===== config.mk =====
export PLATFORM = sky130hd
export DESIGN_NAME = apb_csr_regs
export DESIGN_NICKNAME = d
export VERILOG_FILES = /design/src/rtl/apb_csr_pkg.sv /design/src/rtl/apb_csr_lfsr.sv /design/src/rtl/apb_csr_regs.sv
export SDC_FILE = /design/constraint.sdc
export NUM_CORES = 1
export LEC_CHECK = 0
export CORE_UTILIZATION = 45
export DETAILED_ROUTE_END_ITERATION = 16
export PLACE_DENSITY_LB_ADDON = 0.2
export SLEW_MARGIN = 0
export SYNTH_ARGS = -nofsm -noshare
export SYNTH_HDL_FRONTEND = slang
export SYNTH_SLANG_ARGS = --single-unit

===== constraint.sdc =====
create_clock -name clk -period 8.1 [get_ports clk]
set_clock_uncertainty 0.05 [all_clocks]
set_input_delay 0.81 -clock clk [delete_from_list [all_inputs] [get_ports clk]]
set_output_delay 0.81 -clock clk [all_outputs]
set_load 0.03 [all_outputs]

===== src/rtl/apb_csr_pkg.sv =====
// Shared constants for the APB CSR block: register offsets, decoder select
// bit positions and the RANDOM LFSR polynomial.
package apb_csr_pkg;

  localparam logic [7:0] OFF_TYPE       = 8'h00;
  localparam logic [7:0] OFF_RANDOM     = 8'h01;
  localparam logic [7:0] OFF_INT_CLEAR  = 8'h02;
  localparam logic [7:0] OFF_INT_STATUS = 8'h03;
  localparam logic [7:0] OFF_MASK       = 8'h04;

  // w_en_all = {MASK, INT_CLEAR, RANDOM}
  localparam int W_RANDOM    = 0;
  localparam int W_INT_CLEAR = 1;
  localparam int W_MASK      = 2;

  // r_en_all = {MASK, INT_STATUS, INT_CLEAR, RANDOM, TYPE}
  localparam int R_TYPE       = 0;
  localparam int R_RANDOM     = 1;
  localparam int R_INT_CLEAR  = 2;
  localparam int R_INT_STATUS = 3;
  localparam int R_MASK       = 4;

  localparam int          LFSR_WIDTH = 32;
  localparam logic [31:0] LFSR_TAPS  = 32'h8020_0003;
  localparam logic [31:0] LFSR_RESET = 32'h0000_0001;

  // One right-shifting Galois step; the shifted-out bit folds back through the taps.
  function automatic logic [31:0] lfsr_step(input logic [31:0] v);
    return {1'b0, v[31:1]} ^ (v[0] ? LFSR_TAPS : 32'h0);
  endfunction

endpackage


===== src/rtl/apb_csr_lfsr.sv =====
// Free-running 32-bit Galois LFSR with a seed load that overrides the step.
module apb_csr_lfsr
  import apb_csr_pkg::*;
(
  input  logic                  clk,
  input  logic                  rst,
  input  logic                  load,
  input  logic [LFSR_WIDTH-1:0] seed,
  output logic [LFSR_WIDTH-1:0] value
);

  logic [LFSR_WIDTH-1:0] value_q;
  logic [LFSR_WIDTH-1:0] value_d;

  always_comb begin
    value_d = lfsr_step(value_q);
    if (load) begin
      // an all-zero state would lock the register up
      value_d = (seed == '0) ? LFSR_RESET : seed;
    end
  end

  always_ff @(posedge clk or posedge rst) begin
    if (rst) begin
      value_q <= LFSR_RESET;
    end else begin
      value_q <= value_d;
    end
  end

  assign value = value_q;

endmodule


===== src/rtl/apb_csr_regs.sv =====
// APB CSR register file: TYPE, RANDOM (LFSR), INT_CLEAR, INT_STATUS, MASK,
// with registered read data and a registered masked interrupt.
module apb_csr_regs
  import apb_csr_pkg::*;
#(
  parameter int          DATA_WIDTH = 32,
  parameter int          INT_WIDTH  = 8,
  parameter logic [31:0] TYPE_VALUE = 32'h0000_A5C1
) (
  input  logic                  clk,
  input  logic                  rst,
  input  logic                  wr_strobe,
  input  logic                  rd_strobe,
  input  logic [2:0]            w_en_all,
  input  logic [4:0]            r_en_all,
  input  logic [DATA_WIDTH-1:0] wdata,
  input  logic [INT_WIDTH-1:0]  int_src,
  output logic [DATA_WIDTH-1:0] rdata,
  output logic                  irq
);

  logic [INT_WIDTH-1:0]  clr_q, clr_d;
  logic [INT_WIDTH-1:0]  status_q, status_d;
  logic [INT_WIDTH-1:0]  mask_q, mask_d;
  logic [INT_WIDTH-1:0]  clr_hit;
  logic [DATA_WIDTH-1:0] rdata_q, rdata_d;
  logic                  irq_q, irq_d;
  logic                  lfsr_load;
  logic [LFSR_WIDTH-1:0] lfsr_value;

  assign lfsr_load = wr_strobe & w_en_all[W_RANDOM];

  apb_csr_lfsr u_lfsr (
    .clk   (clk),
    .rst   (rst),
    .load  (lfsr_load),
    .seed  (wdata[LFSR_WIDTH-1:0]),
    .value (lfsr_value)
  );

  assign clr_hit = (wr_strobe & w_en_all[W_INT_CLEAR]) ? wdata[INT_WIDTH-1:0] : '0;

  // a new request wins over a clear landing on the same bit
  for (genvar gi = 0; gi < INT_WIDTH; gi++) begin : g_status
    assign status_d[gi] = int_src[gi] | (status_q[gi] & ~clr_hit[gi]);
  end

  always_comb begin
    clr_d  = clr_q;
    mask_d = mask_q;
    if (wr_strobe) begin
      if (w_en_all[W_INT_CLEAR]) clr_d  = wdata[INT_WIDTH-1:0];
      if (w_en_all[W_MASK])      mask_d = wdata[INT_WIDTH-1:0];
    end
  end

  assign irq_d = |(status_q & mask_q);

  always_comb begin
    rdata_d = rdata_q;
    if (rd_strobe) begin
      case (r_en_all)
        5'(1 << R_TYPE):       rdata_d = DATA_WIDTH'(TYPE_VALUE);
        5'(1 << R_RANDOM):     rdata_d = DATA_WIDTH'(lfsr_value);
        5'(1 << R_INT_CLEAR):  rdata_d = DATA_WIDTH'(clr_q);
        5'(1 << R_INT_STATUS): rdata_d = DATA_WIDTH'(status_q);
        5'(1 << R_MASK):       rdata_d = DATA_WIDTH'(mask_q);
        default:               rdata_d = '0;
      endcase
    end
  end

  always_ff @(posedge clk or posedge rst) begin
    if (rst) begin
      clr_q    <= '0;
      status_q <= '0;
      mask_q   <= '0;
      rdata_q  <= '0;
      irq_q    <= 1'b0;
    end else begin
      clr_q    <= clr_d;
      status_q <= status_d;
      mask_q   <= mask_d;
      rdata_q  <= rdata_d;
      irq_q    <= irq_d;
    end
  end

  assign rdata = rdata_q;
  assign irq   = irq_q;

endmodule

* Word-level counts from Yosys, hierarchy flattened *
Cells that the tools add are included.

word-level totals
  bits of input ports = 52
  register bits after elaboration = 89

operators by class
  reductions and logical operators = 4
  eq/ne operators = 5
  bitwise operators = 28
  mux-type cells = 5

operator list
  kind                count
  $pmux 32 s5         1
  $mux 32             3
  $logic_not 32->1    1
  $xor 31x32->32      1
  $and 1x1->1         10
  $and 8x8->8         1
  $mux 8              1
  $not 1->1           8
  $or 1x1->1          8
  $reduce_or 8->1     1
  $eq 5x1->1 const B  1
  $eq 5x2->1 const B  1
  $eq 5x3->1 const B  1
  $eq 5x4->1 const B  1
  $eq 5x5->1 const B  1
  $reduce_and 2->1    2

* Longest topological paths before layout *
Gate-level depths: netlist of run 1.

  word-level depth = 5
  gate-level depth with buffers = 7
  depth with buffers taken out = 4

* Cells and area by module *
Synthesis of run 1 repeated with hierarchy kept, for this count alone.

second synthesis, totals
  cells, all modules = 347
  area total of the unflattened synthesis = 3992.6 µm²

modules (own cells, without submodules)
  module        instances  seq. area each (µm²)  area an instance (µm²)  cells an instance
  apb_csr_regs  1          1426.4                2671.3                  261
  apb_csr_lfsr  1          802.0                 1321.3                  86

* Least setup slack after synthesis of run 1 *
Ideal clock, no wire load.

  path kind = input -> register
  start point = in r_en_all[0]
  end point = reg rdata_q[0], in the netlist rdata[0]
  slack = 6.148 ns
  arrival = 1.758 ns
  data required time = 7.906 ns
  cell stages on the path = 5
  buffers on the path = 1
  setup time = 0.144 ns
  path through = buf_4 -> xor2_1 -> o211a_1 -> o31ai_4 -> a22oi_1

between the ends
  longest elaborated chain between the ends = 2
  elaborated cells on any way between the ends = 6
  classes of those cells = eq/ne (5); mux (1)

RTL lines
  element                                   line                source
  from (decl)                               apb_csr_regs.sv:15  input logic [4:0] r_en_all,
  $eq 5x5->1, or another cell as far along  apb_csr_regs.sv:62  case (r_en_all)
  $pmux 32 s5 *                             apb_csr_regs.sv:62
  to (signal assigned)                      apb_csr_regs.sv:84  rdata_q <= rdata_d;
  to (decl)                                 apb_csr_regs.sv:26  logic [DATA_WIDTH-1:0] rdata_q, rdata_d;

Every way passes the cells marked *; elsewhere a longest branch is shown, timed or not.
A chain may end at the register's enable or synchronous reset.

==> results_dict.tcl, run 1 <==
set metrics [dict create \
    outcome "finished clean" \
    min_period_ns 2.55 \
    critPathKind "in2reg" \
    placedCellCount 469 \
    num_vias 2694 \
    ant_nets 0 \
    syn_to_final_growth_pct 29.1 \
    fin_tns_setup_ns 0 \
    fin_crit_sh_pct 31.5 \
    cts_hold_buffers 0 \
    clockBufferDepth 2 \
    gp_congestion 0.937 \
    grt_start_max_net_pins 90 \
    insertion_delay_ns 0.35 \
    crit_family "buffers and inverters" \
    grt_pass1_vias 2691 \
    ys_warn_count 0 \
    cts-root-buf "clkbuf_8" \
    drt_iter0_markers 97 \
    crit_path_max_incr_delay_ns 0.73 \
    synth_top_flop_cell "dfrtp_1" \
    die_w_um 93.3 \
    maxCapViolations 0 \
    dieArea_mm2 0.00870 \
    setup_viol 0 \
    wirelength_um 8350 \
    fmax_mhz 392 \
    layout.cells.non_filler 484 \
    cts_tree "yes" \
    async_flop_share_pct 100 \
    grt_pass1_wl_um 13900 \
    antenna_cells 0 \
    syn_nets 351 \
    ys_seq_area_share_pct 59.4 \
    synth_area_mm2 0.00375 \
    ys_ff_latch 89 \
    worstPathCellList "clkdlybuf4s50_1, inv_1, a222oi_1, a22oi_1" \
    initial_core_util_pct 47.5 \
    antenna_found_initial 0 \
    post_cts_resized 0 \
    grt.total_usage_pct 21.1 \
    final_nets 430 \
    port_buffers 84 \
    core_mm2 0.00789 \
    slowest_stage "clkdlybuf4s50_1" \
    cts_setup_buffers 0 \
    hp-class "reg2reg" \
    vdd_drop_max_mv 0.117 \
    hold_viol 0 \
    first_pass_iters 4 \
    io-pin-count 85 \
    cts.sinks 89 \
    worstMarginPinSlew_ns 1.08 \
    max-slew-margin-rel_pct 28.0 \
    grt.overflow.total 0 \
    drv_slew 0 \
    cp.arrival_ns 2.71 \
    startpoint_type "primary input" \
    crit_buf_inv 2 \
    numCtsBuffers 9 \
    routedWlPerCell_um 17.2 \
    crit_fanout 31 \
    htreeDepth 3 \
    grt_setup_unrepaired "no" \
    row_count 32 \
    synth_cell_type_count 37 \
    power_density_mw_per_mm2 211 \
    p_leak_nw 2.00 \
    clkTransAtPathRegs_ns 0.09 \
    hpwl_um 6020 \
    drcViolationCount 0 \
    synth_area_per_cell_um2 12.5 \
    vias_per_cell 5.57 \
    synth_cells 299 \
    drive_gt1_share_pct 15.7 \
    endpoint_kind "register" \
    die_y_um 93.3 \
    synth-edff-count 0 \
    required_ns 8.27 \
]
==> final timing paths <==
kind | cells past startpoint | start | slack [ns] | endpoint
hold / removal | 1 | u_lfsr.value[21]$_DFF_PP0_ | 0.44 | rdata[21]$_DFFE_PP0P_
setup / recovery | 4 | rd_strobe | 5.55 | rdata[0]$_DFFE_PP0P_
hold reg to reg | 1 | u_lfsr.value[21]$_DFF_PP0_ | 0.44 | rdata[21]$_DFFE_PP0P_
min in group asynchronous | 3 | rst | 1.07 | status_q[1]$_DFF_PP0_
max in group asynchronous | 3 | rst | 6.24 | rdata[8]$_DFFE_PP0P_
setup reg to reg | 4 | clr_q[3]$_DFFE_PP0N_ | 6.99 | rdata[3]$_DFFE_PP0P_
==> cell usage after synthesis, types with 2 or more instances <==
library cell	count	area, um2
a22o_1	20	175
buf_2	3	15.0
nor2_1	12	45.0
a22oi_1	8	60.1
inv_1	2	7.51
clkbuf_1	9	33.8
nand2_1	35	131
dfrtp_1	88	2200
a32oi_1	4	35.0
nor4_1	8	50.1
a221oi_1	6	52.6
nand3b_1	8	60.1
and3_1	2	12.5
mux2_2	37	417
nor3_1	2	10.0
buf_4	2	15.0
o2bb2ai_1	5	43.8
nand4_1	3	18.8
xnor2_1	3	26.3
a21o_1	8	60.1
a21oi_1	15	75.1
buf_6	4	45.0
==> power breakdown <==
group	leakage [nW]	internal, mW	switching, mW
combinational	0.811	0.0830	0.0644
sequential	1.09	0.502	0.0394
clock	0.102	0.174	0.157
==> placed cells by master (no fill, tap or decap), types with 3 or more instances in the layout <==
cell	instances
dfrtp_1	88
clkdlybuf4s50_1	84
mux2_2	37
nand2_1	35
a22o_1	20
a21oi_1	15
nor2_1	12
clkbuf_8	9
nor4_1	8
a21o_1	8
a22oi_1	8
nand3b_1	8
a221oi_1	6
o2bb2ai_1	5
a32oi_1	4
xnor2_1	3
nand4_1	3
==> cell families (layout without fill, tap and decap cells) <==
family	count (synthesis)	after routing	share of synthesized area, %
AND/OR/NAND/NOR	76	76	10.1
multiplexers	38	38	11.4
AO/OA/AOI/OAI	72	72	15.0
flip-flops	89	89	59.4
buffers and inverters	20	103	3.10
XOR/XNOR	4	4	0.935
==> sequential cells by signal, indices dropped and copies added, names as in the netlist <==
| register | count |
|---|---|
| rdata | 32 |
| irq | 1 |
| mask_q | 8 |
| status_q | 8 |
| clr_q | 8 |
| u_lfsr.value | 32 |
==> through the flow <==
step                      power [mW]  hold WS (ns)  util (%)  setup slack, ns  cell area (um2)
after floorplan                0.633         0.396         -             4.93             3750
after global placement         0.695         0.414      58.6             5.25             4620
after detailed placement       0.698         0.417      58.6             5.21             4620
after CTS                       1.03         0.435      61.4             5.57             4840
after global routing            1.07         0.453      61.4             5.37             4840
final                           1.02         0.435      61.4             5.55             4840
==> cell type report <==
cell class / count / area, um2
Sequential cell: 89 / 2230
Multi-Input combinational cell: 190 / 1400
Fill cell: 629 / 3050
Clock inverter: 6 / 92.6
Inverter: 2 / 8.76
Timing Repair Buffer: 86 / 856
Clock buffer: 9 / 124
Tap cell: 102 / 128
==> layer usage <==
layer  track usage (%)  vias up  wire [um]
met5                 0        -          0
met4              6.79        0        133
met3              6.18       13        484
met2              31.7       99       3820
met1              29.6     1323       3910
li1                  -     1259          -
Power figures use the tool's default switching activity.
==> run 2: changes to the inputs <==
Clock period 8.1 ns to 2.45 ns, I/O delays scaled along.
==> run 2 against run 1 <==
- design area increased by 2.0%
- wire length increased by 5.8%
- clock-buffer cell count increased by 4
- core utilization increased by 1.2 points
- die area unchanged
- sequential share of layout area decreased by 0.90 points
- largest cell class unchanged
- via count increased by 0.67%
- sequential cell count unchanged
- global-route usage increased by 1.5 points
- largest power group unchanged
- non-clock buffer count increased by 5
- clock power increased to 3.7 times the previous value
- critical path type unchanged
==> results_dict.tcl, run 2 (synthesis results as in run 1) <==
set metrics [dict create \
    p_leak_nw 2.05 \
    max-slew-margin-rel_pct 58.2 \
    post_cts_resized 0 \
    drt_iter0_markers 97 \
    worst_slack_ns 0.640 \
    cp.arrival_ns 1.98 \
    clkTransAtPathRegs_ns 0.09 \
    fin_tns_setup_ns 0 \
    maxCapViolations 0 \
    cts_tree "yes" \
    dieArea_mm2 0.00870 \
    min_period_ns 1.81 \
    cts-root-buf "clkbuf_8" \
    row_count 32 \
    worstPathCellList "clkdlybuf4s50_1, nor2_1, and3_4, o31ai_4, a22oi_1" \
    crit_buf_inv 1 \
    holdWs_ns 0.257 \
    first_pass_iters 4 \
    ant_nets 0 \
    crit_path_max_incr_delay_ns 0.76 \
    grt.total_usage_pct 22.7 \
    drv_slew 0 \
    gp_congestion 0.893 \
    power_density_mw_per_mm2 711 \
    final_common_cell "dfrtp_1" \
    outcome "finished clean" \
    insertion_delay_ns 0.36 \
    clockBufferDepth 2 \
    io-pin-count 85 \
    htreeDepth 3 \
    final_nets 435 \
    die_y_um 93.3 \
    hold_viol 0 \
    num_vias 2712 \
    p_total_mw 3.51 \
    worstMarginPinSlew_ns 0.625 \
    initial_core_util_pct 47.5 \
    grt_start_max_net_pins 36 \
    slowest_stage "clkdlybuf4s50_1" \
    cts_setup_buffers 0 \
    hp-class "in2async" \
    core_mm2 0.00789 \
    numCtsBuffers 9 \
    vias_per_cell 5.53 \
    required_ns 2.62 \
    antenna_found_initial 0 \
    port_buffers 84 \
    crit_family "buffers and inverters" \
    critPathKind "in2reg" \
    grt_pass1_vias 2792 \
    crit_fanout 16 \
    placed_area_mm2 0.00469 \
    final_cell_area_mm2 0.00494 \
    antenna_cells 0 \
    fin_crit_sh_pct 73.9 \
    cts_hold_buffers 0 \
    grt_setup_unrepaired "no" \
    startpoint_type "primary input" \
    die_w_um 93.3 \
    drcViolationCount 0 \
    drive_gt1_share_pct 17.0 \
    syn_to_final_growth_pct 31.7 \
    wirelength_um 8830 \
    pre_cts_slack_ns 0.307 \
    routedWlPerCell_um 18.0 \
    grt_pass1_wl_um 14700 \
    fmax_mhz 552 \
    endpoint_kind "register" \
    mostFrequentLayoutCells "88 x dfrtp_1, 84 x clkdlybuf4s50_1, 37 x mux2_2" \
    setup_viol 0 \
    vdd_drop_max_mv 0.282 \
    cts.sinks 89 \
    hpwl_um 6610 \
    grt.overflow.total 0 \
]
run 2: changes by cell type in the layout (fill, tap and decap cells not counted):
cell        previous run  this run
buf_12                 0         2
buf_4                  2         5
clkinv_4               1         0
clkbuf_8               9        13
clkinv_2               1         0
clkinvlp_4             2         1
run 2: final timing paths:
check | from | end | slack (ns) | cells after the start
max | r_en_all[2] | rdata[0]$_DFFE_PP0P_ | 0.64 | 5
min | rst | clr_q[1]$_DFFE_PP0N_ | 0.26 | 2
max reg2reg | u_lfsr.value[2]$_DFF_PP0_ | rdata[2]$_DFFE_PP0P_ | 1.31 | 4
min reg2reg | u_lfsr.value[21]$_DFF_PP0_ | rdata[21]$_DFFE_PP0P_ | 0.44 | 1
max in group asynchronous | rst | rdata[9]$_DFFE_PP0P_ | 1.48 | 3
min in group clk | int_src[0] | status_q[0]$_DFF_PP0_ | 0.39 | 2
run 2: metal layers:
layer	wire length (um)	global-route usage (%)	vias up	part of all wire, %
met4	189	9.23	0	2.1
met1	4000	30.4	1336	45
met2	4180	36.9	86	47
met3	457	3.58	15	5.2
met5	0	0	-	0
li1	-	-	1275	-
run 2: layout make-up:
class                      instances  area, um2
inverter                           2       11.3
clock buffer                      13        179
multi-input combinational        190       1400
sequential                        89       2230
tap                              102        128
timing repair buffer              91        918
clock inverter                     3       68.8
fill                             669       2950
run 2: through the flow:
step	std cells	util (%)
global route	490	62.6
detailed placement	474	59.5
finish	490	62.6
floorplan	299	-
CTS	490	62.6
global placement	474	59.5
run 2: where the power goes:
part | total (mW) | switching (mW) | internal [mW]
Sequential | 1.80 | 0.137 | 1.66
Combinational | 0.504 | 0.219 | 0.284
Clock | 1.21 | 0.520 | 0.690
Total | 3.51 | 0.876 | 2.63
